===== src/rtl/quad_pkg.sv =====
// Shared types and constants for the quadrature decoder.
package quad_pkg;

  typedef enum logic {ST_INIT, ST_RUN} state_t;

  typedef logic [1:0] quad_code_t;

  localparam quad_code_t CODE_00 = 2'b00;
  localparam quad_code_t CODE_10 = 2'b10;
  localparam quad_code_t CODE_11 = 2'b11;
  localparam quad_code_t CODE_01 = 2'b01;

  localparam int DEB_CNT_W = 16;

  // Position of a code along the clockwise cycle 00->10->11->01.
  // The 2-bit difference of two phases encodes the move: 1 = CW, 3 = CCW, 2 = illegal.
  function automatic logic [1:0] code_phase(input quad_code_t c);
    logic [1:0] ph;
    ph = 2'd0;
    case (c)
      CODE_00: ph = 2'd0;
      CODE_10: ph = 2'd1;
      CODE_11: ph = 2'd2;
      CODE_01: ph = 2'd3;
      default: ph = 2'd0;
    endcase
    return ph;
  endfunction

endpackage


===== src/rtl/quad_decoder_debounce.sv =====
// Per-channel 2-flop synchronizer followed by a stability debouncer.
module debounce
  import quad_pkg::*;
#(
  parameter int DEB_MAX = 50000
) (
  input  logic clk50m,
  input  logic rst,
  input  logic din,
  input  logic load,
  output logic synced,
  output logic stable
);

  localparam logic [DEB_CNT_W-1:0] DEB_LAST = DEB_CNT_W'(DEB_MAX - 1);

  logic                 meta;
  logic [DEB_CNT_W-1:0] cnt;

  // Synchronize the pin, then move stable only after DEB_MAX consecutive differing samples.
  always_ff @(posedge clk50m) begin
    if (rst) begin
      meta   <= 1'b0;
      synced <= 1'b0;
      stable <= 1'b0;
      cnt    <= '0;
    end else begin
      meta   <= din;
      synced <= meta;
      if (load) begin
        stable <= synced;
        cnt    <= '0;
      end else if (synced != stable) begin
        if (cnt == DEB_LAST) begin
          stable <= synced;
          cnt    <= '0;
        end else begin
          cnt <= cnt + 1'b1;
        end
      end else begin
        cnt <= '0;
      end
    end
  end

endmodule


===== src/rtl/quad_decoder.sv =====
// Quadrature decoder: debounced A/B channels to step enable, direction and error strobes.
module quad_decoder
  import quad_pkg::*;
#(
  parameter int DEB_MAX       = 50000,
  parameter int QUAD_PER_STEP = 4
) (
  input  logic clk50m,
  input  logic rst,
  input  logic enc_a,
  input  logic enc_b,
  output logic en,
  output logic down,
  output logic err
);

  localparam logic signed [3:0] STEP_POS = 4'(QUAD_PER_STEP);
  localparam logic signed [3:0] STEP_NEG = -STEP_POS;

  state_t            state, state_nxt;
  logic [1:0]        init_cnt;
  logic              load;
  logic              synced_a, synced_b;
  logic              stable_a, stable_b;
  quad_code_t        code, prev_code;
  logic [1:0]        move;
  logic signed [3:0] sub_cnt;
  logic signed [3:0] sub_inc, sub_dec;

  debounce #(.DEB_MAX(DEB_MAX)) u_deb_a (
    .clk50m (clk50m),
    .rst    (rst),
    .din    (enc_a),
    .load   (load),
    .synced (synced_a),
    .stable (stable_a)
  );

  debounce #(.DEB_MAX(DEB_MAX)) u_deb_b (
    .clk50m (clk50m),
    .rst    (rst),
    .din    (enc_b),
    .load   (load),
    .synced (synced_b),
    .stable (stable_b)
  );

  // Hold ST_INIT for three cycles so the synchronizers are filled before loading.
  always_comb begin
    state_nxt = state;
    load      = 1'b0;
    case (state)
      ST_INIT: begin
        if (init_cnt == 2'd2) begin
          load      = 1'b1;
          state_nxt = ST_RUN;
        end
      end
      ST_RUN:  state_nxt = ST_RUN;
      default: state_nxt = ST_INIT;
    endcase
  end

  // Classify the code change and form the candidate sub-counts.
  always_comb begin
    code    = {stable_a, stable_b};
    move    = code_phase(code) - code_phase(prev_code);
    sub_inc = sub_cnt + 4'sd1;
    sub_dec = sub_cnt - 4'sd1;
  end

  // State register, init timer, sub-count accumulation and registered strobes.
  always_ff @(posedge clk50m) begin
    if (rst) begin
      state     <= ST_INIT;
      init_cnt  <= 2'd0;
      prev_code <= CODE_00;
      sub_cnt   <= 4'sd0;
      en        <= 1'b0;
      down      <= 1'b0;
      err       <= 1'b0;
    end else begin
      state <= state_nxt;
      en    <= 1'b0;
      down  <= 1'b0;
      err   <= 1'b0;
      if (state == ST_INIT) begin
        init_cnt <= init_cnt + 2'd1;
        if (load) begin
          prev_code <= {synced_a, synced_b};
          sub_cnt   <= 4'sd0;
        end
      end else begin
        prev_code <= code;
        case (move)
          2'd1: begin
            if (sub_inc == STEP_POS) begin
              en      <= 1'b1;
              sub_cnt <= 4'sd0;
            end else begin
              sub_cnt <= sub_inc;
            end
          end
          2'd3: begin
            if (sub_dec == STEP_NEG) begin
              en      <= 1'b1;
              down    <= 1'b1;
              sub_cnt <= 4'sd0;
            end else begin
              sub_cnt <= sub_dec;
            end
          end
          2'd2: begin
            err     <= 1'b1;
            sub_cnt <= 4'sd0;
          end
          default: sub_cnt <= sub_cnt;
        endcase
      end
    end
  end

endmodule


===== config.mk =====
export PLATFORM = sky130hd
export DESIGN_NAME = quad_decoder
export DESIGN_NICKNAME = d
export VERILOG_FILES = /design/src/rtl/quad_pkg.sv /design/src/rtl/quad_decoder_debounce.sv /design/src/rtl/quad_decoder.sv
export SDC_FILE = /design/constraint.sdc
export NUM_CORES = 1
export LEC_CHECK = 0
export BUFFER_PORTS_ARGS = -buffer_cell sky130_fd_sc_hd__buf_2
export CORE_ASPECT_RATIO = 0.9
export CORE_MARGIN = 2
export CORE_UTILIZATION = 55
export CTS_CLUSTER_DIAMETER = 50
export DETAILED_ROUTE_END_ITERATION = 6
export PLACE_DENSITY = 0.74
export SLEW_MARGIN = 20
export SYNTH_ARGS = -nofsm -noshare
export SYNTH_HDL_FRONTEND = slang
export SYNTH_SLANG_ARGS = --single-unit

===== constraint.sdc =====
create_clock -name clk50m -period 2.63 [get_ports clk50m]
set_clock_uncertainty 0.05 [all_clocks]
set_input_delay 0.263 -clock clk50m [delete_from_list [all_inputs] [get_ports clk50m]]
set_output_delay 0.263 -clock clk50m [all_outputs]
set_load 0.05 [all_outputs]

==> summary.md <==
| Metric | Value |
|---|---|
| R2r setup slk | `0.13 ns` |
| Flops & latches, synth | `50` |
| Skew-Pair Late Insertion Delay | `0.30 ns` |
| YS warnings | `0` |
| Vias in the first global route | `1718` |
| Wire length per cell | `12.58 um` |
| Type of the most critical hold path | `input port to flip-flop` |
| Final Slew Violations | `0` |
| Top-area cell type share of the netlist area | `0.3988` |
| Remaining Overflow, GRT | `0` |
| Site row count | `23` |
| Post-synth EDFFs | `0` |
| Placed Cells | `350` |
| Clock root buffer | `clkbuf_8` |
| Peak supply drop | `0.0003421 V` |
| Distinct cell type count after synthesis | `44` |
| Vias | `1951` |
| Syn_nets | `304` |
| Area contributors post-synth | `dfxtp_1, ha_1, nor2_1` |
| Hold path start | `enc_b` |
| CP Capture Type | `flip-flop` |
| Status | `complete, no violations` |
| Post-synth design cell area | `2510 um2` |
| Compound-Gate Fraction of Synth Area | `0.08574` |
| Largest fanout on the critical path | `4` |
| Layout cells sized above 1 | `0.1141` |
| Final std cells w/o fill | `360` |
| Pre-CTS setup slack | `-0.07081 ns` |
| Largest family of logic cells by synthesized area | `simple AND/OR/NAND/NOR gates` |
| Average size of a mapped cell | `8.838 um2` |
| Initial DRC Count | `92` |
| Worst Slack Setup Final | `0.1273 ns` |
| Area Growth Syn to Fin | `10.67%` |
| Post-Synth Adder-Cell Area | `0.07976` |
| Count of final setup violators | `0` |
| Final worst path period need | `2.503 ns` |
| Number of nets still failing antenna checks after routing | `0` |
| Clock sink count | `50` |
| Reg clk slew, reported paths | `0.10 ns` |
| Antenna violations before repair | `0` |
| Fin nets | `317` |
| Cts-stage hold buffer count | `0` |
| Setup_tns | `0 ns` |
| GRT Util Overall | `0.1912` |
| Most used DFF post-synth | `dfxtp_1` |
| Max-Cap Viols | `0` |
| Mux cell area share after synthesis | `0.003988` |
| Die Area | `5120 um2` |
| P_leak | `0.9535 nW` |
| Antenna Cells | `0` |
| WL final | `4528 um` |
| H-tree depth | `2` |
| CTS tree | `built` |
| Worst setup path class | `flip-flop to flip-flop` |
| Clk buf depth | `2` |
| Hold Crit Depth | `2` |
| Arrival @ worst endpoint | `2.71 ns` |
| Worst R2R Path Depth | `10` |
| Max-slew headroom | `0.6180` |
| Die X-Extent | `75.21 um` |
| FF-to-FF End | `sub_cnt[3]$_SDFFE_PP0P_` |
| PwrDens | `680.9 nW/um2` |
| Finished Cell Area | `2778 um2` |
| Post-Synth XOR/XNOR Area | `0.1117` |
| TritonCTS Buffers | `5` |
| Ys async rst share | `0` |
| Via density per instance | `5.419` |
| Boundary pin count | `7` |
| Synth Area in Simple Gates | `0.2767` |
| Hold Path End | `u_deb_b.meta$_SDFF_PP0_` |
| Final period utilization | `0.9516` |
| Pwr Total | `1.891 mW` |
| Initial core utilization | `0.5663` |
| Die height | `68.09 um` |
| R2R Path Start | `prev_code[0]$_SDFFE_PP0P_` |
| Pin count of the biggest net entering global routing | `21` |
| Core area | `4432 um2` |
| DR pass1 iterations | `4` |
| Post-synthesis sequential area ratio | `0.3988` |
| Fmax | `399.6 MHz` |
| Placed wire-length estimate | `3129 um` |
| Gpl congestion | `0.8654` |
| CP Data Required Time | `2.84 ns` |
| DRC viols | `0` |
| Startpoint Class | `flip-flop` |
| # port buffers | `6` |
| Final hold vios | `0` |
| Post-Syn Instances | `284` |
| Least-Margin Pin Slew | `0.5714 ns` |
| Post-Place Cell Area | `2624 um2` |
| First-pass GRT wire length | `7555 um` |
| Synth area leader | `dfxtp_1` |
==> metrics by stage <==
| stage | hold WS [ns] | utilization |
|---|---|---|
| 6_report | 0.1140 | 0.6268 |
| 5_1_grt | 0.1104 | 0.6268 |
| 4_1_cts | 0.1082 | 0.6180 |
| 3_5_place_dp | 0.3720 | 0.5920 |
| 3_3_place_gp | 0.3750 | 0.5920 |
| 2_1_floorplan | 0.3412 | - |
==> worst max-delay path by stage <==
stage	start	to	slack (ns)	depth (start not counted)
final	prev_code[0]$_SDFFE_PP0P_	sub_cnt[3]$_SDFFE_PP0P_	0.13	10
after global routing	u_deb_b.stable$_SDFFE_PP0P_	sub_cnt[3]$_SDFFE_PP0P_	-0.03	11
after CTS	prev_code[0]$_SDFFE_PP0P_	sub_cnt[0]$_SDFFE_PP0P_	0.03	11
after detailed placement	prev_code[0]$_SDFFE_PP0P_	sub_cnt[3]$_SDFFE_PP0P_	-0.07	10
after global placement	prev_code[0]$_SDFFE_PP0P_	sub_cnt[3]$_SDFFE_PP0P_	0.04	10
after floorplan	u_deb_b.stable$_SDFFE_PP0P_	sub_cnt[3]$_SDFFE_PP0P_	0.06	11
==> per-layer routing <==
layer	global-route usage	wire [um]
met1	0.2646	2266
met2	0.2961	2075
met3	0.03976	128
met4	0.06798	58
met5	0	0
==> where the power goes <==
part           switching, mW  internal, mW  leakage, nW
Combinational          0.307         0.271        0.500
Sequential            0.0354         0.800        0.406
Clock                  0.261         0.217       0.0478
==> synthesized netlist by cell type, types with 3 or more instances <==
cell and instances:
a211oi_1 5, a21o_1 3, a21oi_1 8, a41oi_1 3, and3_1 3, clkbuf_1 6, dfxtp_1 50, ha_1 16
inv_1 15, nand2_1 7, nand2b_1 3, nand3_1 15, nand4_1 13, nor2_1 44, nor2b_1 7, nor3_1 8
nor4_1 7, nor4bb_1 3, o21ai_0 7, xnor2_1 18, xor2_1 14
==> state kept, by name (all words and copies together), names as in the netlist, 2 cells and up <==
signal / cells
prev_code: 2
init_cnt: 2
u_deb_b.cnt: 16
u_deb_a.cnt: 16
sub_cnt: 4
==> worst max-delay path: stages (launching register included) <==
cell,delay (ns)
dfxtp_2,0.36
inv_1,0.06
ha_1,0.29
ha_1,0.21
xnor2_2,0.16
xor2_2,0.18
ha_1,0.25
nor4bb_4,0.34
a41oi_1,0.16
a311oi_1,0.28
a21o_1,0.12
==> cell type report <==
| class | count | area, um2 |
|---|---|---|
| sequential | 50 | 1005 |
| multi-input combinational | 210 | 1443 |
| clock inverter | 2 | 16.27 |
| tap | 62 | 77.57 |
| timing repair buffer | 15 | 97.59 |
| inverter | 15 | 56.30 |
| clock buffer | 6 | 82.58 |
| fill | 388 | 1654 |
==> cells by family after synthesis <==
family	count (synthesis)
mux	1
simple gates	128
compound gates	33
flops	50
fa+ha+maj	16
buf+inv	24
xor+xnor	32
==> repair_timing <==
item	in CTS	in global routing
setup endpoints to repair	1	5
gates cloned	0	0
gates resized for setup	2	6
setup buffers	0	2
pin swaps	1	4
==> layout by cell type (no fill, tap or decap), types with 7 or more instances in the layout <==
cell	count
xnor2_1	17
a21oi_1	8
ha_1	15
nand3_1	15
nor2_1	44
nor2b_1	7
dfxtp_1	47
o21ai_0	7
buf_4	9
nand4_1	13
nor4_1	7
inv_1	15
nand2_1	7
xor2_1	13
nor3_1	8
(Power assumes the default switching activity.)
